### config.mk
export PLATFORM = sky130hd
export DESIGN_NAME = rv_wb_arbiter
export DESIGN_NICKNAME = d
export VERILOG_FILES = /design/src/rtl/rv_wb_arbiter.sv
export SDC_FILE = /design/constraint.sdc
export NUM_CORES = 1
export LEC_CHECK = 0
export ABC_AREA = 1
export CORE_MARGIN = 1
export CORE_UTILIZATION = 37
export CTS_CLUSTER_DIAMETER = 200
export DETAILED_ROUTE_END_ITERATION = 8
export PLACE_DENSITY = 0.88
export SLEW_MARGIN = 40
export SYNTH_ARGS = -nofsm -noshare
export SYNTH_HDL_FRONTEND = slang
export SYNTH_SLANG_ARGS = --single-unit
### constraint.sdc
create_clock -name i_clk -period 2 [get_ports i_clk]
set_input_delay 0.4 -clock i_clk [delete_from_list [all_inputs] [get_ports i_clk]]
set_output_delay 0.4 -clock i_clk [all_outputs]
set_load 0.05 [all_outputs]
### src/rtl/rv_wb_arbiter.sv
// Wishbone-classic arbiter: shares one bus master port between instruction fetch and load/store,
// with latched per-cycle address/control, a fetch starvation guard and a bus-timeout watchdog.
module rv_wb_arbiter #(
  parameter logic [31:0] RESET_ADDR       = 32'h0000_0000,
  parameter int unsigned IADDR_SPACE_BITS = 16,
  parameter int unsigned DATA_BURST_MAX   = 4,
  parameter int unsigned TIMEOUT_CYCLES   = 255
) (
  input  logic                        i_clk,
  input  logic                        i_reset_n,
  input  logic                        i_instr_req,
  input  logic [IADDR_SPACE_BITS-1:0] i_instr_addr,
  output logic                        o_instr_ack,
  output logic [31:0]                 o_instr_data,
  input  logic                        i_data_req,
  input  logic                        i_data_write,
  input  logic [31:0]                 i_data_addr,
  input  logic [31:0]                 i_data_wdata,
  input  logic [3:0]                  i_data_sel,
  output logic                        o_data_ack,
  output logic [31:0]                 o_data_rdata,
  output logic                        o_bus_err,
  output logic [31:0]                 o_wb_adr,
  output logic [31:0]                 o_wb_dat,
  input  logic [31:0]                 i_wb_dat,
  output logic                        o_wb_we,
  output logic [3:0]                  o_wb_sel,
  output logic                        o_wb_stb,
  output logic                        o_wb_cyc,
  input  logic                        i_wb_ack
);

  localparam int unsigned STREAK_W =
    ($clog2(DATA_BURST_MAX + 1) > 3) ? $clog2(DATA_BURST_MAX + 1) : 3;
  localparam int unsigned TMO_W =
    (TIMEOUT_CYCLES > 1) ? $clog2(TIMEOUT_CYCLES) : 1;
  localparam logic [STREAK_W-1:0] STREAK_MAX = STREAK_W'(DATA_BURST_MAX);
  localparam logic [TMO_W-1:0] TMO_LAST =
    TMO_W'((TIMEOUT_CYCLES == 0) ? 0 : TIMEOUT_CYCLES - 1);
  localparam logic        TMO_EN     = (TIMEOUT_CYCLES != 0);
  localparam logic [31:0] FETCH_MASK = 32'((64'd1 << IADDR_SPACE_BITS) - 64'd1);

  typedef enum logic [1:0] {
    S_IDLE  = 2'd0,
    S_INSTR = 2'd1,
    S_DATA  = 2'd2
  } state_t;

  state_t              r_state;
  logic [STREAK_W-1:0] r_streak;
  logic [TMO_W-1:0]    r_tmo_cnt;
  logic [31:0]         r_wb_adr;
  logic [31:0]         r_wb_dat;
  logic                r_wb_we;
  logic [3:0]          r_wb_sel;
  logic                r_wb_stb;
  logic                r_wb_cyc;

  logic                w_granted;
  logic                w_tmo;
  logic                w_done;
  logic                w_pick_data;
  logic                w_pick_instr;
  logic [31:0]         w_fetch_adr;
  logic [STREAK_W-1:0] w_streak_inc;

  assign w_granted    = (r_state != S_IDLE);
  assign w_tmo        = TMO_EN && w_granted && !i_wb_ack && (r_tmo_cnt == TMO_LAST);
  assign w_done       = w_granted && (i_wb_ack || w_tmo);
  // Data has priority unless fetch has been passed over DATA_BURST_MAX times in a row
  assign w_pick_data  = i_data_req && ((r_streak < STREAK_MAX) || !i_instr_req);
  assign w_pick_instr = !w_pick_data && i_instr_req;
  assign w_fetch_adr  = (RESET_ADDR & ~FETCH_MASK) | (32'(i_instr_addr) & FETCH_MASK);
  assign w_streak_inc = (r_streak == STREAK_MAX) ? STREAK_MAX : r_streak + STREAK_W'(1);

  // Completion is reported in the same cycle as the slave ack or the timeout
  assign o_instr_ack  = (r_state == S_INSTR) && (i_wb_ack || w_tmo);
  assign o_data_ack   = (r_state == S_DATA) && (i_wb_ack || w_tmo);
  assign o_instr_data = ((r_state == S_INSTR) && i_wb_ack) ? i_wb_dat : 32'h0;
  assign o_data_rdata = ((r_state == S_DATA) && i_wb_ack) ? i_wb_dat : 32'h0;
  assign o_bus_err    = w_tmo;

  assign o_wb_adr = r_wb_adr;
  assign o_wb_dat = r_wb_dat;
  assign o_wb_we  = r_wb_we;
  assign o_wb_sel = r_wb_sel;
  assign o_wb_stb = r_wb_stb;
  assign o_wb_cyc = r_wb_cyc;

  // Grant FSM with latched bus payload
  always_ff @(posedge i_clk or negedge i_reset_n) begin
    if (!i_reset_n) begin
      r_state   <= S_IDLE;
      r_streak  <= '0;
      r_tmo_cnt <= '0;
      r_wb_adr  <= '0;
      r_wb_dat  <= '0;
      r_wb_we   <= 1'b0;
      r_wb_sel  <= '0;
      r_wb_stb  <= 1'b0;
      r_wb_cyc  <= 1'b0;
    end else begin
      case (r_state)
        S_IDLE: begin
          if (w_pick_data) begin
            r_state   <= S_DATA;
            r_streak  <= i_instr_req ? w_streak_inc : '0;
            r_tmo_cnt <= '0;
            r_wb_adr  <= i_data_addr;
            r_wb_dat  <= i_data_wdata;
            r_wb_we   <= i_data_write;
            r_wb_sel  <= i_data_sel;
            r_wb_stb  <= 1'b1;
            r_wb_cyc  <= 1'b1;
          end else if (w_pick_instr) begin
            r_state   <= S_INSTR;
            r_streak  <= '0;
            r_tmo_cnt <= '0;
            r_wb_adr  <= w_fetch_adr;
            r_wb_we   <= 1'b0;
            r_wb_sel  <= 4'hF;
            r_wb_stb  <= 1'b1;
            r_wb_cyc  <= 1'b1;
          end
        end
        S_INSTR, S_DATA: begin
          if (w_done) begin
            r_state  <= S_IDLE;
            r_wb_we  <= 1'b0;
            r_wb_sel <= '0;
            r_wb_stb <= 1'b0;
            r_wb_cyc <= 1'b0;
          end else if (TMO_EN) begin
            r_tmo_cnt <= r_tmo_cnt + TMO_W'(1);
          end
        end
        default: begin
          r_state  <= S_IDLE;
          r_wb_stb <= 1'b0;
          r_wb_cyc <= 1'b0;
        end
      endcase
    end
  end

endmodule
# After elaboration in Yosys (flattened, before gate mapping)
# Index checks and enable logic that the tools add are counted.
# op_classes
addsub	2
div	0
multipliers	0
mux	27
bitwise	0
eq_ne	7
shifts	0
n_reduce_logical	24
order_cmp	1
# ops
op	count
2-to-1 mux 32 bit	4
2-to-1 mux 8 bit	3
case mux 8 bit (2 select lines)	1
2-to-1 mux 3 bit	4
2-to-1 mux 4 bit	3
logical AND 1 bit	9
adder 8 x 1 -> 8 bit, second input constant	1
== test 8 bit, second input constant	1
case mux 4 bit (2 select lines)	1
2-to-1 mux 2 bit	3
AND reduction 2 bit	3
AND reduction 3 bit	2
nonzero test 2 bit	3
2-to-1 mux 1 bit	5
!= test 2 bit, second input constant	2
case mux 1 bit (2 select lines)	2
case mux 2 bit (2 select lines)	1
adder 3 x 1 -> 3 bit, second input constant	1
== test 3 bit, second input constant	1
zero test 1 bit	3
less-than comparator 3 bit, second input constant	1
!= test 3 bit, second input constant	1
== test 2 x 1 -> 1 bit, second input constant	1
== test 2 bit, second input constant	1
other kinds (3)	4
# totals
in_bits	122
n_memories	0
ram_bits	0
latchBits	0
elab_cells	69
output_inout_bits	138
romBits	0
register_bits	83

# Depth between registers and ports, before layout
# Gate-level depths: netlist (run 1).
# logic_depth
word_depth	8
ltp_mapped	11

# Least setup slack after synthesis (run 1)
# No wires, ideal clock.
# synth_path
kind	register to output
start	register r_state[0]
end	output port o_bus_err
arrival_ns	2.207
stages_incl_launch_ff	4
setup_slack_ns	-0.607
cell_sequence	dfrtp_1 inv_1 ha_1 nor4_1
# synth_between
elab_chain_cells	3
# synth_rtl
item	line_no	rtl
from (decl)	49	state_t r_state;
from (signal assigned)	93	r_state <= S_IDLE;
from (signal assigned)	106	r_state <= S_DATA;
from (signal assigned)	116	r_state <= S_INSTR;
nonzero test 2 bit	67	assign w_granted = (r_state != S_IDLE);
logical AND 1 bit (2 in a row)	68	assign w_tmo = TMO_EN && w_granted && !i_wb_ack && (r_tmo_cnt == TMO_LAST);
to (decl)	22	output logic o_bus_err,
# Every way passes these cells.

# Worst setup path after layout (run 1)
# layout_path
start	register r_tmo_cnt[0]
end	output port o_instr_ack
# layout_between
elab_chain_cells	4
# layout_rtl
item	line_no	rtl
from (decl)	51	logic [TMO_W-1:0] r_tmo_cnt;
from (signal assigned)	134	r_tmo_cnt <= r_tmo_cnt + TMO_W'(1);
== test 8 bit	68	
logical AND 1 bit	68	
logical OR 1 bit	77	assign o_instr_ack = (r_state == S_INSTR) && (i_wb_ack || w_tmo);
logical AND 1 bit	77	
to (decl)	13	output logic o_instr_ack,
# Every way passes these cells.

==> results of run 1 <==
## sequential cells by signal (all words and copies together), names as in the netlist
register and cells:
o_wb_dat 32, o_wb_sel 4, r_streak 3, o_wb_cyc 1
r_state 2, o_wb_we 1, o_wb_adr 32, r_tmo_cnt 8
## cells in the final DEF, fill, tap and decap left out, types with 11 or more instances in the layout
| master | instances |
|---|---|
| inv_1 | 51 |
| a22o_1 | 17 |
| nor2_1 | 26 |
| clkbuf_8 | 11 |
| buf_4 | 23 |
| nand2_1 | 180 |
| a31oi_1 | 16 |
| nor2_4 | 68 |
| dfrtp_1 | 79 |
| buf_12 | 74 |
| nand3_1 | 13 |
| clkdlybuf4s50_1 | 175 |
## repair_timing
item / CTS / global route
setup endpoints to repair: 67 / 77
hold endpoints to repair: 27 / 0
buffers inserted: 3 / 4
resized for setup: 134 / 42
hold buffers: 1 / 0
cloned: 3 / 3
pin swaps: 4 / 6
## report_power, final
part           switching (mW)  internal [mW]  total, mW
combinational            5.35           2.93       8.28
sequential              0.485           2.42       2.91
clock                   0.604           1.03       1.63
total                    6.44           6.38       12.8
## metal layers
| metal | up-vias | track usage [%] | share of wire [%] |
|---|---|---|---|
| li1 | 2161 | - | - |
| met1 | 2241 | 30.1 | 35 |
| met2 | 254 | 53.2 | 52 |
| met3 | 67 | 8.03 | 6.9 |
| met4 | 0 | 17.9 | 5.7 |
| met5 | - | 0 | 0 |
## worst max-delay path by stage
stage / startpoint / end / slack, ps
6_report: r_tmo_cnt[0] / o_instr_ack / -80
5_1_grt: r_tmo_cnt[0] / o_instr_ack / -160
4_1_cts: r_state[1] / o_data_ack / -80
3_5_place_dp: i_wb_ack / o_instr_data[19] / -30
3_3_place_gp: i_wb_ack / o_instr_data[0] / 10
2_1_floorplan: r_state[0] / o_data_ack / -30
## per-stage QoR
step / power [mW] / TNS [ps] / setup slack [ps] / hold slack, ps / area, um2
CTS: 12.5 / -1590 / -75.4 / 478 / 8400
global placement: 10.3 / 0 / 11.4 / 330 / 7560
floorplan: 7.45 / -52.8 / -26.4 / 104 / 4050
finish: 12.8 / -959 / -78.9 / 477 / 8670
global route: 13.3 / -6250 / -160 / 505 / 8670
detailed placement: 10.5 / -78.4 / -32.7 / 342 / 7560
## kinds of logic (layout without fill, tap and decap cells)
kind of cell / Yosys count / in the layout / synth area share, %
AO/OA/AOI/OAI: 47 / 47 / 8.34
buffers and inverters: 84 / 366 / 8.59
AND/OR/NAND/NOR: 298 / 298 / 28.8
XOR/XNOR: 3 / 3 / 0.651
adder cells (fa/ha/maj): 7 / 7 / 2.17
flip-flops: 83 / 83 / 51.5
## area by class of cell
cell class,count,area [um2],share of cell area [%]
clock buffers,12,155,1.79
clock inverters,4,120,1.39
inverters,60,230,2.65
multi-input cells,355,2210,25.5
flip-flops and latches,83,2080,24.0
well taps,136,170,1.96
repair buffers,290,3710,42.8
## tightest hold or removal path, stage by stage, from the launching register on
cell and delay (ps):
dfrtp_1 350, nand2_1 50, nand2_1 50
==> out/metrics.yaml, run 1 <==
yosys:
  ys.flop_type: "dfrtp_1"
  syn_nets: 651
  ys_seq_area_share_pct: 51.5
  syn_area_per_cell_um2: 7.73
  yosysUniqueCellTypes: 26
  netlist_top_cells_count: "nand2_1, nor2_1, dfrtp_1"
  syn_area_mm2: 0.00404
  ys_ff_latch: 83
  synth_most_common_cell: "nand2_1"
  yosys_warnings: 0
  yosysTopAreaCellShare_pct: 51.5
  synth.largest_area_cell: "dfrtp_1"
  syn_inst: 522
  synthTopCellsByArea: "dfrtp_1, nand2_1, nor2_1"
  async_flop_share_pct: 100
  synth_edf_count: 0
timing:
  finalCriticalPeriod_ps: 2080
  fmax_mhz: 481
  hold_viol: 0
  worst_pin_slew_ps: 595
  fin_skew_ps: 11.2
  rsz0062_at_grt: "true"
  drv_slew: 0
  fin_crit_sh_pct: 104
  slew_headroom_pct: 60.2
  setup_slack_ps: -78.9
  finalSetupViolations: 41
cells_and_area:
  drive_above_1_share_pct: 26.6
  diodes: 0
  final_cells: 940
  fin_nets: 928
  fin_util_pct: 82.9
  fill_cells: 567
  area_delta_synth_final_pct: 115
clocking:
  cts_tree: "built"
  root_buffer: "clkbuf_8"
  clk-insertion-delay-late_ps: 360
  clockBufferDepth: 2
  cts_buffers: 9
  clk_pin_slew_ps: 80
  numClockSinks: 83
  htree_num_levels: 3
outcome:
  status: "finished with violations"
  violations: "negative setup slack"
drt:
  antenna_left: 0
  drt_iter0_drc: 279
  via_per_inst: 5.02
  drc: 0
  vias: 4723
  dr.pass1.iters: 5
  drt-wirelength-per-cell_um: 19.2
  drt-total-wl_um: 18000
place:
  hpwl_um: 11500
  placedCellCount: 910
  port_buffers: 259
  place.gp.congestion: 0.902
critical_path:
  crit_fanout: 2
  cp_cell_sequence: "inv_2 > ha_4 > inv_4 > nor2_4 > nand3_1 > nand2_2 > inv_4 > nor2_4 > buf_12"
  startpoint_type: "flip-flop"
  rr_endpoint: "r_state[1]"
  crit_cells: 9
  critPathKind: "reg2out"
  r2r-start: "r_state[1]"
  r2r_cells: 13
  path_delay_family: "simple AND/OR/NAND/NOR gates"
  crit_slowest_cell: "dfrtp_1"
  path_buf_inv: 4
  max_stage_delay_ps: 410
  arrival_ps: 1680
  critPathRequiredTime_ps: 1600
  endpoint_kind: "output port"
  r2r_slack_ps: 40
min_path:
  hold_end: "o_wb_dat[24]"
  hold_depth: 2
  hold_path.class: "reg2reg"
  holdCritStartpoint: "o_wb_dat[24]"
floorplan:
  start_util_pct: 38.6
  io_pins: 260
  core.rowCount: 37
  dieArea_mm2: 0.0113
  die_h_um: 106
  die_w_um: 106
  core-area_mm2: 0.0105
pwr:
  power_density_mw_per_mm2: 1480
  leakage_nw: 3.99
  ir_drop_mv: 1.17
global_route:
  grt_overflow_total: 0
  grt_pass1_wl_um: 25400
  antenna_found_initial: 0
  grt_max_degree: 57
  grt_pass1_vias: 4873
  track_usage_pct: 29.4
flow_run:
  cap_violations: 0
(Power assumes the default switching activity.)
==> inputs of run 2 (changes only) <==
--- a/config.mk
+++ b/config.mk
@@ -7,10 +7,10 @@
 export LEC_CHECK = 0
 export ABC_AREA = 1
 export CORE_MARGIN = 1
-export CORE_UTILIZATION = 37
+export CORE_UTILIZATION = 33
 export CTS_CLUSTER_DIAMETER = 200
 export DETAILED_ROUTE_END_ITERATION = 8
-export PLACE_DENSITY = 0.88
+export PLACE_DENSITY = 0.83
 export SLEW_MARGIN = 40
 export SYNTH_ARGS = -nofsm -noshare
 export SYNTH_HDL_FRONTEND = slang
==> constraint.sdc (replaced) <==
create_clock -name i_clk -period 1.89 [get_ports i_clk]
set_input_delay 0.2835 -clock i_clk [delete_from_list [all_inputs] [get_ports i_clk]]
set_output_delay 0.2835 -clock i_clk [all_outputs]
set_load 0.05 [all_outputs]
==> out/metrics.yaml, run 2 (synthesis results as in run 1) <==
min_path:
  hold_depth: 2
  hold_end: "o_wb_dat[23]"
  holdCritStartpoint: "o_wb_dat[23]"
  hold_path.class: "reg2reg"
clocking:
  htree_num_levels: 3
  cts_tree: "built"
  numClockSinks: 83
  root_buffer: "clkbuf_16"
  clockBufferDepth: 2
  cts_buffers: 9
  clk_pin_slew_ps: 60
  clk-insertion-delay-late_ps: 340
timing:
  fin_skew_ps: 6.12
  fmax_mhz: 531
  slew_headroom_pct: 62.3
  rsz0062_at_grt: "true"
  finalSetupViolations: 0
  finalCriticalPeriod_ps: 1880
  hold_viol: 0
  setup_tns_ps: 0
  worst_pin_slew_ps: 564
  fin_crit_sh_pct: 99.7
  drv_slew: 0
critical_path:
  r2r_cells: 13
  max_stage_delay_ps: 420
  crit_fanout: 8
  r2r_slack_ps: 120
  endpoint_kind: "output port"
  cp_cell_sequence: "buf_4 > ha_4 > nand2_8 > clkbuf_16 > nor2_4 > buf_12"
  rr_endpoint: "r_tmo_cnt[4]"
  critPathKind: "reg2out"
  startpoint_type: "flip-flop"
  arrival_ps: 1600
  crit_slowest_cell: "dfrtp_2"
  r2r-start: "r_state[0]"
  critPathRequiredTime_ps: 1610
drt:
  drt-wirelength-per-cell_um: 16.0
  drc: 0
  drt_iter0_drc: 176
  dr.pass1.iters: 7
  vias: 4446
  antenna_left: 0
  via_per_inst: 4.66
  drt-total-wl_um: 15300
floorplan:
  dieArea_mm2: 0.0127
  die_h_um: 113
  start_util_pct: 33.7
  core-area_mm2: 0.0120
  core.rowCount: 40
  die_w_um: 113
  io_pins: 260
place:
  place.gp.congestion: 0.849
  hpwl_um: 10500
  dpl-instance-area_mm2: 0.00754
  port_buffers: 259
cells_and_area:
  diodes: 0
  fin_util_pct: 72.1
  area_delta_synth_final_pct: 114
  mostFrequentLayoutCells: "clkdlybuf4s50_1, nand2_1, dfrtp_1, buf_12, nor2_4"
  drive_above_1_share_pct: 26.8
  final_common_cell: "clkdlybuf4s50_1"
  fin_nets: 931
  final_cell_area_mm2: 0.00862
global_route:
  track_usage_pct: 21.8
  grt_pass1_wl_um: 21400
  grt_pass1_vias: 4147
  antenna_found_initial: 0
  grt_overflow_total: 0
  grt_max_degree: 46
outcome:
  status: "finished clean"
pwr:
  leakage_nw: 3.90
  ir_drop_mv: 1.16
  power_density_mw_per_mm2: 1550
flow_run:
  cap_violations: 0
-- run 2: timing repair --
action	in CTS	in global routing
endpoints found under the hold margin	38	0
gates cloned	0	5
pin swaps	5	6
endpoints found under the setup margin	66	76
buffers inserted	5	3
resized for setup	54	106
hold buffers	1	0
-- run 2: worst max-delay path by stage --
| stage | startpoint | end | slack, ps |
|---|---|---|---|
| after floorplan | r_state[0] | o_data_ack | -20 |
| after global placement | i_wb_ack | o_data_rdata[31] | 30 |
| after detailed placement | i_wb_ack | o_instr_ack | 20 |
| after CTS | r_state[0] | o_data_rdata[6] | -60 |
| after global routing | r_state[0] | o_bus_err | -50 |
| final | r_state[0] | o_instr_data[21] | 6 |
-- run 2: area by class of cell --
| cell class | count | area, um2 |
|---|---|---|
| clock inverters | 7 | 77.6 |
| well taps | 147 | 184 |
| clock buffers | 9 | 225 |
| flip-flops and latches | 83 | 2080 |
| fillers | 803 | 3340 |
| repair buffers | 293 | 3650 |
| multi-input cells | 355 | 2180 |
| inverters | 60 | 228 |
-- run 2: routing by layer --
| metal | GRT usage [%] | wire length [um] |
|---|---|---|
| met3 | 6.26 | 940 |
| met4 | 8.00 | 508 |
| met2 | 38.7 | 7800 |
| met1 | 24.9 | 6060 |
| met5 | 0 | 0 |
-- run 2: critical path, delay by kind of cell (launching register included) --
family / cells / cell delay (ps)
adder cells (fa/ha/maj): 1 / 170
flip-flops: 1 / 420
buffers and inverters: 3 / 490
AND/OR/NAND/NOR: 2 / 170
-- run 2: metrics by stage --
step / instances / hold WS (ps) / power, mW / worst slack [ps]
after global routing: 954 / 472 / 14.0 / -54.0
after floorplan: 522 / -12.1 / 7.88 / -19.9
after detailed placement: 924 / 292 / 11.0 / 23.0
after CTS: 946 / 470 / 12.9 / -63.0
after global placement: 924 / 291 / 10.9 / 34.2
final: 954 / 468 / 13.4 / 6.36
-- run 2: where the power goes --
group / total [mW] / switching [mW] / internal [mW]
clock network: 1.77 / 0.737 / 1.03
registers: 3.02 / 0.455 / 2.57
logic: 8.59 / 5.50 / 3.09
==> inputs of run 3 (changes only) <==
--- a/config.mk
+++ b/config.mk
@@ -6,11 +6,13 @@
 export NUM_CORES = 1
 export LEC_CHECK = 0
 export ABC_AREA = 1
+export CELL_PAD_IN_SITES_DETAIL_PLACEMENT = 1
+export CELL_PAD_IN_SITES_GLOBAL_PLACEMENT = 2
 export CORE_MARGIN = 1
-export CORE_UTILIZATION = 33
+export CORE_UTILIZATION = 17
 export CTS_CLUSTER_DIAMETER = 200
 export DETAILED_ROUTE_END_ITERATION = 8
-export PLACE_DENSITY = 0.83
+export PLACE_DENSITY = 0.84
 export SLEW_MARGIN = 40
 export SYNTH_ARGS = -nofsm -noshare
 export SYNTH_HDL_FRONTEND = slang
==> out/metrics.yaml, run 3 (synthesis results as in run 1) <==
outcome:
  status: "finished with violations"
  violations: "negative setup slack"
place:
  hpwl_um: 12000
  place.gp.congestion: 0.719
  port_buffers: 259
critical_path:
  r2r_slack_ps: 180
  crit_fanout: 32
  r2r_cells: 11
  endpoint_kind: "output port"
  startpoint_type: "flip-flop"
  r2r-start: "r_state[0]"
  startpoint: "r_state[0]"
  critPathKind: "reg2out"
  rr_endpoint: "r_tmo_cnt[0]"
  arrival_ps: 1660
  critPathRequiredTime_ps: 1610
  endpoint: "o_instr_data[29]"
cells_and_area:
  area_delta_synth_final_pct: 104
  regArea_mm2: 0.00208
  fill_cells: 2742
  fin_nets: 921
  final_common_cell: "clkdlybuf4s50_1"
  diodes: 0
  mostFrequentLayoutCells: "clkdlybuf4s50_1, nand2_1, dfrtp_1, buf_12, nor2_1"
  multi_input_area_mm2: 0.00177
  fin_util_pct: 35.2
  drive_above_1_share_pct: 21.8
clocking:
  root_buffer: "clkbuf_16"
  clk-insertion-delay-late_ps: 350
  clockBufferDepth: 2
  htree_num_levels: 3
  cts_tree: "built"
  clk_pin_slew_ps: 70
  numClockSinks: 83
  cts_buffers: 9
timing:
  fin_skew_ps: 9.72
  finalCriticalPeriod_ps: 1950
  worst_pin_slew_ps: 546
  hold_viol: 0
  fmax_mhz: 513
  rsz0062_at_grt: "true"
  setup_slack_ps: -58.3
  drv_slew: 0
  finalSetupViolations: 37
  slew_headroom_pct: 63.5
  setup_tns_ps: -1100
  fin_crit_sh_pct: 103
  hold_slack_ps: 469
floorplan:
  dieArea_mm2: 0.0244
  start_util_pct: 17.2
  core.rowCount: 56
  die_h_um: 156
  io_pins: 260
  die_w_um: 156
  core-area_mm2: 0.0234
global_route:
  grt_max_degree: 84
  grt_overflow_total: 0
  antenna_found_initial: 0
  grt_pass1_wl_um: 24300
  track_usage_pct: 12.8
  grt_pass1_vias: 4554
drt:
  drt-total-wl_um: 15800
  drt-wirelength-per-cell_um: 14.1
  vias: 4428
  via_per_inst: 3.97
  drc: 0
  antenna_left: 0
  drt_iter0_drc: 189
  dr.pass1.iters: 4
flow_run:
  cap_violations: 0
pwr:
  power_density_mw_per_mm2: 1580
  ir_drop_mv: 0.802
  leakage_nw: 3.77
min_path:
  hold_path.class: "reg2reg"
-- run 3: cell count changes in the layout (fill, tap and decap cells not counted), moves of 4 or more --
cell	change
nor2_4	-55
clkbuf_16	-4
nor2_1	+30
nor2_2	+25
-- run 3: per-layer routing --
layer | global-route usage, % | routed length [um] | vias up
li1 | - | - | 2136
met1 | 14.9 | 6710 | 2110
met2 | 22.3 | 7610 | 170
met3 | 4.17 | 1240 | 12
met4 | 4.11 | 193 | 0
met5 | 0 | 0 | -
-- run 3: layout make-up --
type | instances | share of cell area [%]
timing repair buffer | 283 | 42.3
sequential | 83 | 25.2
multi-input combinational | 355 | 21.4
tap | 319 | 4.84
clock buffer | 10 | 2.90
inverter | 60 | 2.79
clock inverter | 6 | 0.576
-- run 3: worst min path at each step --
stage / from / end / slack (ps) / cells past startpoint
after floorplan: i_reset_n / o_wb_adr[0] / -10 / 0
after global placement: i_reset_n / o_wb_adr[25] / 370 / 2
after detailed placement: i_reset_n / o_wb_adr[25] / 380 / 2
after CTS: i_data_wdata[2] / o_wb_dat[2] / 460 / 3
after global routing: i_data_wdata[13] / o_wb_dat[13] / 470 / 3
final: o_wb_dat[0] / o_wb_dat[0] / 470 / 2
-- run 3: critical path, cell delays in order (launching register included) --
cell and delay (ps):
dfrtp_1 370, buf_4 120, ha_2 180, nand2_2 70, buf_12 180, nor2_1 200
buf_12 170
-- run 3: what timing repair did --
item,CTS,global route
hold buffers,1,0
resized for setup,25,28
setup endpoints to repair,67,71
pin swaps,2,3
setup buffers,4,2
endpoints found under the hold margin,13,0
-- run 3: per-stage QoR --
step | instances | power (mW) | area [um2] | setup slack (ps)
after floorplan | 522 | 7.88 | 4050 | -19.9
after global placement | 1093 | 11.1 | 7770 | 32.6
after detailed placement | 1093 | 11.2 | 7770 | 51.5
after CTS | 1114 | 13.1 | 8160 | -61.6
after global routing | 1116 | 13.7 | 8250 | -142
final | 1116 | 13.0 | 8250 | -58.3
-- run 3: report_power, final --
group / internal, mW / leakage [nW] / switching [mW]
Clock: 0.940 / 0.139 / 0.800
Combinational: 2.93 / 2.60 / 5.35
Sequential: 2.57 / 1.03 / 0.452
